[config.mk]
export PLATFORM = sky130hd
export DESIGN_NAME = button_conditioner
export DESIGN_NICKNAME = d
export VERILOG_FILES = /design/src/rtl/button_conditioner.sv
export SDC_FILE = /design/constraint.sdc
export NUM_CORES = 1
export LEC_CHECK = 0
export ABC_AREA = 1
export CORE_UTILIZATION = 52
export CTS_CLUSTER_DIAMETER = 80
export DETAILED_ROUTE_END_ITERATION = 8
export MAX_ROUTING_LAYER = met4
export PLACE_DENSITY = 0.75
export SKIP_LAST_GASP = 1
export SLEW_MARGIN = 25
export SYNTH_ARGS = -nofsm -noshare
export SYNTH_HDL_FRONTEND = slang
export SYNTH_SLANG_ARGS = --single-unit
[constraint.sdc]
create_clock -name clk -period 1.42 [get_ports clk]
set_clock_uncertainty 0.15 [all_clocks]
set_input_delay 0.142 -clock clk [delete_from_list [all_inputs] [get_ports clk]]
set_output_delay 0.142 -clock clk [all_outputs]
set_load 0.05 [all_outputs]
[src/rtl/button_conditioner.sv]
// Multi-channel button front end: 2-flop sync, per-channel debounce FSM, edge pulses.
// Optional auto-repeat while held is built only when BUTTON_COND_REPEAT_EN is defined.
module button_conditioner #(
    parameter int CHANNELS        = 2,
    parameter int DEBOUNCE_CYCLES = 4,
    parameter int EDGE_MODE       = 0,
    parameter int REPEAT_CYCLES   = 8
) (
    input  logic                clk,
    input  logic                reset,
    input  logic [CHANNELS-1:0] button_in,
    output logic [CHANNELS-1:0] level_out,
    output logic [CHANNELS-1:0] pulse_out,
    output logic                any_pulse
);

    localparam int CW = $clog2(DEBOUNCE_CYCLES + 1);
    localparam logic [CW-1:0] CNT_LAST = CW'(DEBOUNCE_CYCLES - 1);
    localparam logic [CW-1:0] CNT_ONE = CW'(1);
    localparam logic RISE = (EDGE_MODE != 0);
    localparam logic FALL = (EDGE_MODE != 1);

    if (CHANNELS < 1 || DEBOUNCE_CYCLES < 1 || REPEAT_CYCLES < 2 ||
        EDGE_MODE < 0 || EDGE_MODE > 2) begin : g_bad_param
        $error("button_conditioner: illegal parameter value");
    end

    typedef enum logic [1:0] {
        UP,
        CHK_DN,
        DOWN,
        CHK_UP
    } state_t;

    logic [CHANNELS-1:0] sync1;
    logic [CHANNELS-1:0] sync2;

    always_ff @(posedge clk) begin
        if (reset) begin
            sync1 <= '0;
            sync2 <= '0;
        end else begin
            sync1 <= button_in;
            sync2 <= sync1;
        end
    end

    for (genvar i = 0; i < CHANNELS; i++) begin : g_ch
        state_t        st;
        logic [CW-1:0] cnt;
        logic          lvl;
        logic          pls;
        logic          s;
        logic          rpt_hit;

        assign s = sync2[i];

`ifdef BUTTON_COND_REPEAT_EN
        localparam int RW = $clog2(REPEAT_CYCLES);
        localparam logic [RW-1:0] RPT_LAST = RW'(REPEAT_CYCLES - 1);
        logic [RW-1:0] rpt;

        assign rpt_hit = (EDGE_MODE != 0) && (st == DOWN) && s &&
                         (rpt == RPT_LAST);

        // Cleared outside the pressed states, frozen in CHK_UP.
        always_ff @(posedge clk) begin
            if (reset) begin
                rpt <= '0;
            end else if (st == UP || st == CHK_DN) begin
                rpt <= '0;
            end else if (st == DOWN && s) begin
                rpt <= (rpt == RPT_LAST) ? '0 : rpt + RW'(1);
            end
        end
`else
        assign rpt_hit = 1'b0;
`endif

        always_ff @(posedge clk) begin
            if (reset) begin
                st  <= UP;
                cnt <= '0;
                lvl <= 1'b0;
                pls <= 1'b0;
            end else begin
                pls <= 1'b0;
                unique case (st)
                    UP: begin
                        if (s) begin
                            cnt <= CNT_ONE;
                            if (DEBOUNCE_CYCLES == 1) begin
                                st  <= DOWN;
                                lvl <= 1'b1;
                                pls <= RISE;
                            end else begin
                                st <= CHK_DN;
                            end
                        end
                    end
                    CHK_DN: begin
                        if (!s) begin
                            st  <= UP;
                            cnt <= '0;
                        end else if (cnt == CNT_LAST) begin
                            st  <= DOWN;
                            lvl <= 1'b1;
                            pls <= RISE;
                        end else begin
                            cnt <= cnt + CNT_ONE;
                        end
                    end
                    DOWN: begin
                        if (!s) begin
                            cnt <= CNT_ONE;
                            if (DEBOUNCE_CYCLES == 1) begin
                                st  <= UP;
                                lvl <= 1'b0;
                                pls <= FALL;
                            end else begin
                                st <= CHK_UP;
                            end
                        end else begin
                            pls <= rpt_hit;
                        end
                    end
                    CHK_UP: begin
                        if (s) begin
                            st  <= DOWN;
                            cnt <= '0;
                        end else if (cnt == CNT_LAST) begin
                            st  <= UP;
                            lvl <= 1'b0;
                            pls <= FALL;
                        end else begin
                            cnt <= cnt + CNT_ONE;
                        end
                    end
                endcase
            end
        end

        assign level_out[i] = lvl;
        assign pulse_out[i] = pls;
    end

    assign any_pulse = |pulse_out;

endmodule

# Yosys cells after proc, flatten, opt, wreduce, memory -nomap -nowiden
# Index checks and enable logic that the tools add are counted.
dict set report word_totals {
  ff_bits 18
  latchBits 0
  ram_bits 0
  mem_bits_ro 0
  output_inout_bits 5
  in_bits 4
  n_memories 0
}
dict set report classes {
  shift 0
  reduce_logical 13
  div_mod_pow 0
  bitwise_logic 2
  n_lt_le_gt_ge 0
  n_addsub 2
  mul 0
  n_mux 38
  n_eq_ne 24
}
# cell count
set ops {}
lappend ops {{$mux W3} 10}
lappend ops {{$mux W2} 12}
lappend ops {{$ne A2 B2 Y1 const B} 12}
lappend ops {{$pmux W3 S4} 2}
lappend ops {{$pmux W2 S4} 2}
lappend ops {{$ne A3 B3 Y1 const B} 4}
lappend ops {{$mux W1} 10}
lappend ops {{$reduce_and A5 Y1} 2}
lappend ops {{$eq A2 B2 Y1 const B} 4}
lappend ops {{$reduce_and A4 Y1} 2}
lappend ops {{$add A3 B1 Y3 const B} 2}
lappend ops {{$eq A3 B2 Y1 const B} 2}
lappend ops {{$reduce_or A3 Y1} 2}
lappend ops {{$eq A2 B1 Y1 const B} 2}
lappend ops {{$logic_not A2 Y1} 2}
lappend ops {{$pmux W1 S2} 2}
lappend ops {{$reduce_and A2 Y1} 2}
lappend ops {{$reduce_bool A2 Y1} 2}
lappend ops {{$not A1 Y1} 2}
lappend ops {{$reduce_or A2 Y1} 1}

# Longest topological paths before layout
# Gate-level depths: netlist of the first run.
dict set report logic_depth {
  ltp_word 4
  ltp_mapped 7
  depth_no_buf 7
}

# Least setup slack after synthesis of the first run
# OpenSTA, ideal clock, no wires.
dict set report synth_path {
  path_type {flip-flop to flip-flop}
  startpoint {reg g_ch[1].cnt[0]}
  endpoint {reg g_ch[1].cnt[0]}
  stages_incl_launch_ff 7
  path_slack_ns 0.245
  arrival_ns 0.909
  n_path_buf 0
  required_time_ns 1.154
  path_cell_list {dfxtp_1 > ha_1 > nand2_2 > nor2_4 > inv_2 > a21oi_1 > nor2_1}
}
dict set report synth_via {
  elab_chain_cells 4
  elab_cells_between_ends 6
}
# element line_no
set synth_lines {}
lappend synth_lines {{start: declaration} 50} ;# logic [CW-1:0] cnt;
lappend synth_lines {{start signal: assignment} 110} ;# cnt <= cnt + CNT_ONE;
lappend synth_lines {{start signal: assignment} 136} ;# cnt <= cnt + CNT_ONE;
lappend synth_lines {{$add A3 B1 Y3 or $eq A3 B2 Y1 (tied branches)} n/a}
lappend synth_lines {{$mux W3 *} {105, 131}}
lappend synth_lines {{$mux W3, on equally long branches} {128, 102}}
lappend synth_lines {{$pmux W3 S4 *} 88} ;# unique case (st)
# Mark *: on every way between the ends. The rest lies on a longest branch, timed or not.
# A chain may end at the register's enable or synchronous reset.

# Worst setup path after layout of the first run
dict set report layout_path {
  startpoint {reg g_ch[1].pls}
  endpoint {out any_pulse}
}
dict set report layout_via {
  elab_chain_cells 1
}
# element line_no
set layout_lines {}
lappend layout_lines {{start: declaration} 52} ;# logic pls;
lappend layout_lines {{start signal: assignment} 124} ;# pls <= rpt_hit;
lappend layout_lines {{$reduce_or A2 Y1} 147} ;# assign any_pulse = |pulse_out;
lappend layout_lines {{end: declaration} 14} ;# output logic any_pulse
# Every way passes these cells.

==> run_results.csv, run 1 <==
group,metric,value,unit
final_layout,num_antenna_cells,0,
floorplanning,die_w,41.31,µm
cts,clk_latency,0.29,ns
grt,met1_usage,24.58,%
status,status,"completed",
cts,cts-root-buf,"clkbuf_4",
setup_path,cp.arrival,1.08,ns
grt,met2_usage,31.25,%
logic_synthesis,yosys.area_share.adder,3.115,%
final_layout,stdcell_count,131,
final_layout,drive_gt1_share,25.86,%
logic_synthesis,ys_types,21,
place,gp_congestion,0.7446,
route,via_per_inst,4.931,
cts,clock_sinks,18,
floorplanning,die_area,1706,µm²
final_layout,final_net_count,123,
grt,grt-ovfl-total,0,
logic_synthesis,synth-edff-count,0,
logic_synthesis,synth_ff_type,"dfxtp_1",
grt,top_usage_layer,"met2",
place,dp_cells,127,
grt,antenna_found_initial,0,
logic_synthesis,async_reset_ff_share,0,%
logic_synthesis,muxShareOfSynthArea,0,%
route,drt_iter0_drc,16,
grt,grt_pass1_wl,2097,µm
grt,globalRouteMet3Util,4.787,%
hold_path,min_path_type,"input port to flop",
setup_path,reg2regPathDepth,7,
floorplanning,num_rows,13,
timing,setup_tns,0,ns
place,hpwl,1019,µm
floorplanning,fp.dieH,41.31,µm
timing,setup_viol,0,
setup_path,critPathCapture,"any_pulse",
job,cap_violations,0,
grt,track_usage,19.79,%
logic_synthesis,yosys.area_share.simple,30.06,%
timing,maxSlewViolCount,0,
logic_synthesis,ys_ff_latch,18,
cts,clk_pin_slew,0.10,ns
logic_synthesis,syn_inst,108,
place,io_buffers,8,
timing,fmaxAchievable,728.0,MHz
cts,cts_buffers,3,
timing,worst_pin_slew,0.1952,ns
power,p_leak,0.4016,nW
floorplanning,start_util,58.79,%
final_layout,stdcell_area,954.7,µm²
logic_synthesis,synth_area_per_cell,7.438,µm²
route,dr.pass1.iters,4,
logic_synthesis,yosysWarningCount,0,
setup_path,cp_data_required_time,1.13,ns
grt,grt_max_degree,11,
route,drc,0,
grt,first_global_vias,533,
logic_synthesis,synth_top_family_by_area,"simple AND/OR/NAND/NOR gates",
cts,cts_hold_buf,0,
logic_synthesis,netlist_area,803.3,µm²
timing,hold_viol_final,0,
timing,rsz0062_at_grt,"no",
route,vias,646,
power,p_per_area,928.2,nW/µm²
timing,min_period_over_period,96.74,%
logic_synthesis,ys_seq_area_share,44.86,%
timing,fin_crit,1.374,ns
power,p_total,886.2,µW
route,ant_nets,0,
setup_path,r2r_start,"g_ch[1].cnt[0]",
floorplanning,core_area,1366,µm²
setup_path,path_class,"flop to output pin",
setup_path,startpoint_type,"flop",
setup_path,worstPathMaxFanout,2,
setup_path,startpoint,"g_ch[1].pls",
setup_path,timing.rr.end,"g_ch[1].cnt[1]",
cts,h-tree-depth,1,
route,drt_wl_total,1326,µm
floorplanning,num_io_pins,9,
cts,cts_tree,"done",
cts,max-clock-path-buffers,2,
logic_synthesis,synth_fp_nets,114,
power,ir_drop,0.9397,mV
final_layout,area_growth,18.85,%
setup_path,endpoint_kind,"output pin",
route,wl_per_cell,10.12,µm
logic_synthesis,synth-compound-area-share,9.190,%
logic_synthesis,synth_xor_area_share,0,%
setup_path,ff2ff_setup_slack,0.11,ns
place,placed_area,912.1,µm²
timing,timing.slew.headroom,86.97,%
cts,cts_setup_buffers,0,
cts,cts_resized,0,
==> layer usage <==
metal	share of wire [%]	routed length, µm
met1	51	670
met2	45	601
met3	3.1	41
met4	0.98	13
met5	0	0
==> critical path, stage by stage (launching register included) <==
cell and delay (ns):
dfxtp_2 0.34, or2_2 0.30, buf_6 0.16
==> power breakdown <==
group / switching (mW) / internal (mW)
combinational: 0.0293 / 0.0217
sequential: 0.00756 / 0.515
clock: 0.157 / 0.156
total: 0.194 / 0.693
==> area by class of cell <==
class	instances	area, µm²
Clock buffer	4	36.28
Fill cell	122	411.6
Inverter	18	67.56
Multi-Input combinational cell	67	340.3
Sequential cell	18	362.8
Tap cell	15	18.77
Timing Repair Buffer	9	128.9
==> logic make-up (layout without fill, tap and decap cells) <==
kind of cell             count (synthesis)  count (layout)
AND/OR/NAND/NOR                         51              51
buffers and inverters                   23              31
flip-flops                              18              18
AO/OA/AOI/OAI                           14              14
adder cells (fa/ha/maj)                  2               2
==> stage by stage <==
step	utilization [%]	worst slack [ns]	hold slack [ns]
after CTS	69.41	0.01252	0.2078
after detailed placement	66.76	0.1196	0.2519
after floorplan	-	0.2448	0.06172
final	69.87	0.04634	0.2083
after global routing	69.87	0.0007456	0.2148
after global placement	66.76	0.1463	0.2420
==> how the worst min path moves through the flow <==
stage                                end  depth (start not counted)    startpoint
after CTS                       sync1[1]                          3  button_in[1]
after global routing            sync1[1]                          3  button_in[1]
final                           sync1[1]                          3  button_in[1]
after global placement          sync2[0]                          2      sync1[0]
after detailed placement        sync2[0]                          2      sync1[0]
after floorplan           g_ch[0].cnt[0]                          1         reset
==> synth_stat cells, types with 2 or more instances <==
master    n  area share [%]
a21oi_1   9             5.6
buf_4     4             3.7
dfxtp_1  18              45
ha_1      2             3.1
inv_1    12             5.6
inv_2     6             2.8
nand2_1  20             9.3
nand2_2   7             5.5
nand3_1   3             1.9
nor2_1   12             5.6
nor3_1    3             1.9
o21ai_0   2             1.2
o21ai_1   2             1.2
==> layout by cell type (no fill, tap or decap) <==
cell / instances
clkbuf_8: 1
nand3b_1: 1
or2_2: 1
nor2_4: 1
buf_12: 4
nor3_2: 1
nor2_2: 1
nor2_1: 12
nand2_2: 7
clkdlybuf4s50_1: 3
a21oi_2: 1
a21oi_1: 9
buf_6: 1
dfxtp_1: 16
clkbuf_4: 3
buf_4: 1
inv_2: 6
dfxtp_2: 2
nand4_1: 1
ha_1: 2
o21ai_0: 2
nand2_1: 20
nand3_1: 3
inv_1: 12
nor3_1: 3
o21ai_1: 2
No activity file was read; power rests on OpenSTA's default activity.
==> run 2, diff against run 1 <==
GPL_ROUTABILITY_DRIVEN = 0   (was default)
==> results of run 2 <==
No change in the layout: final DEF, timing and power equal those of run 1.
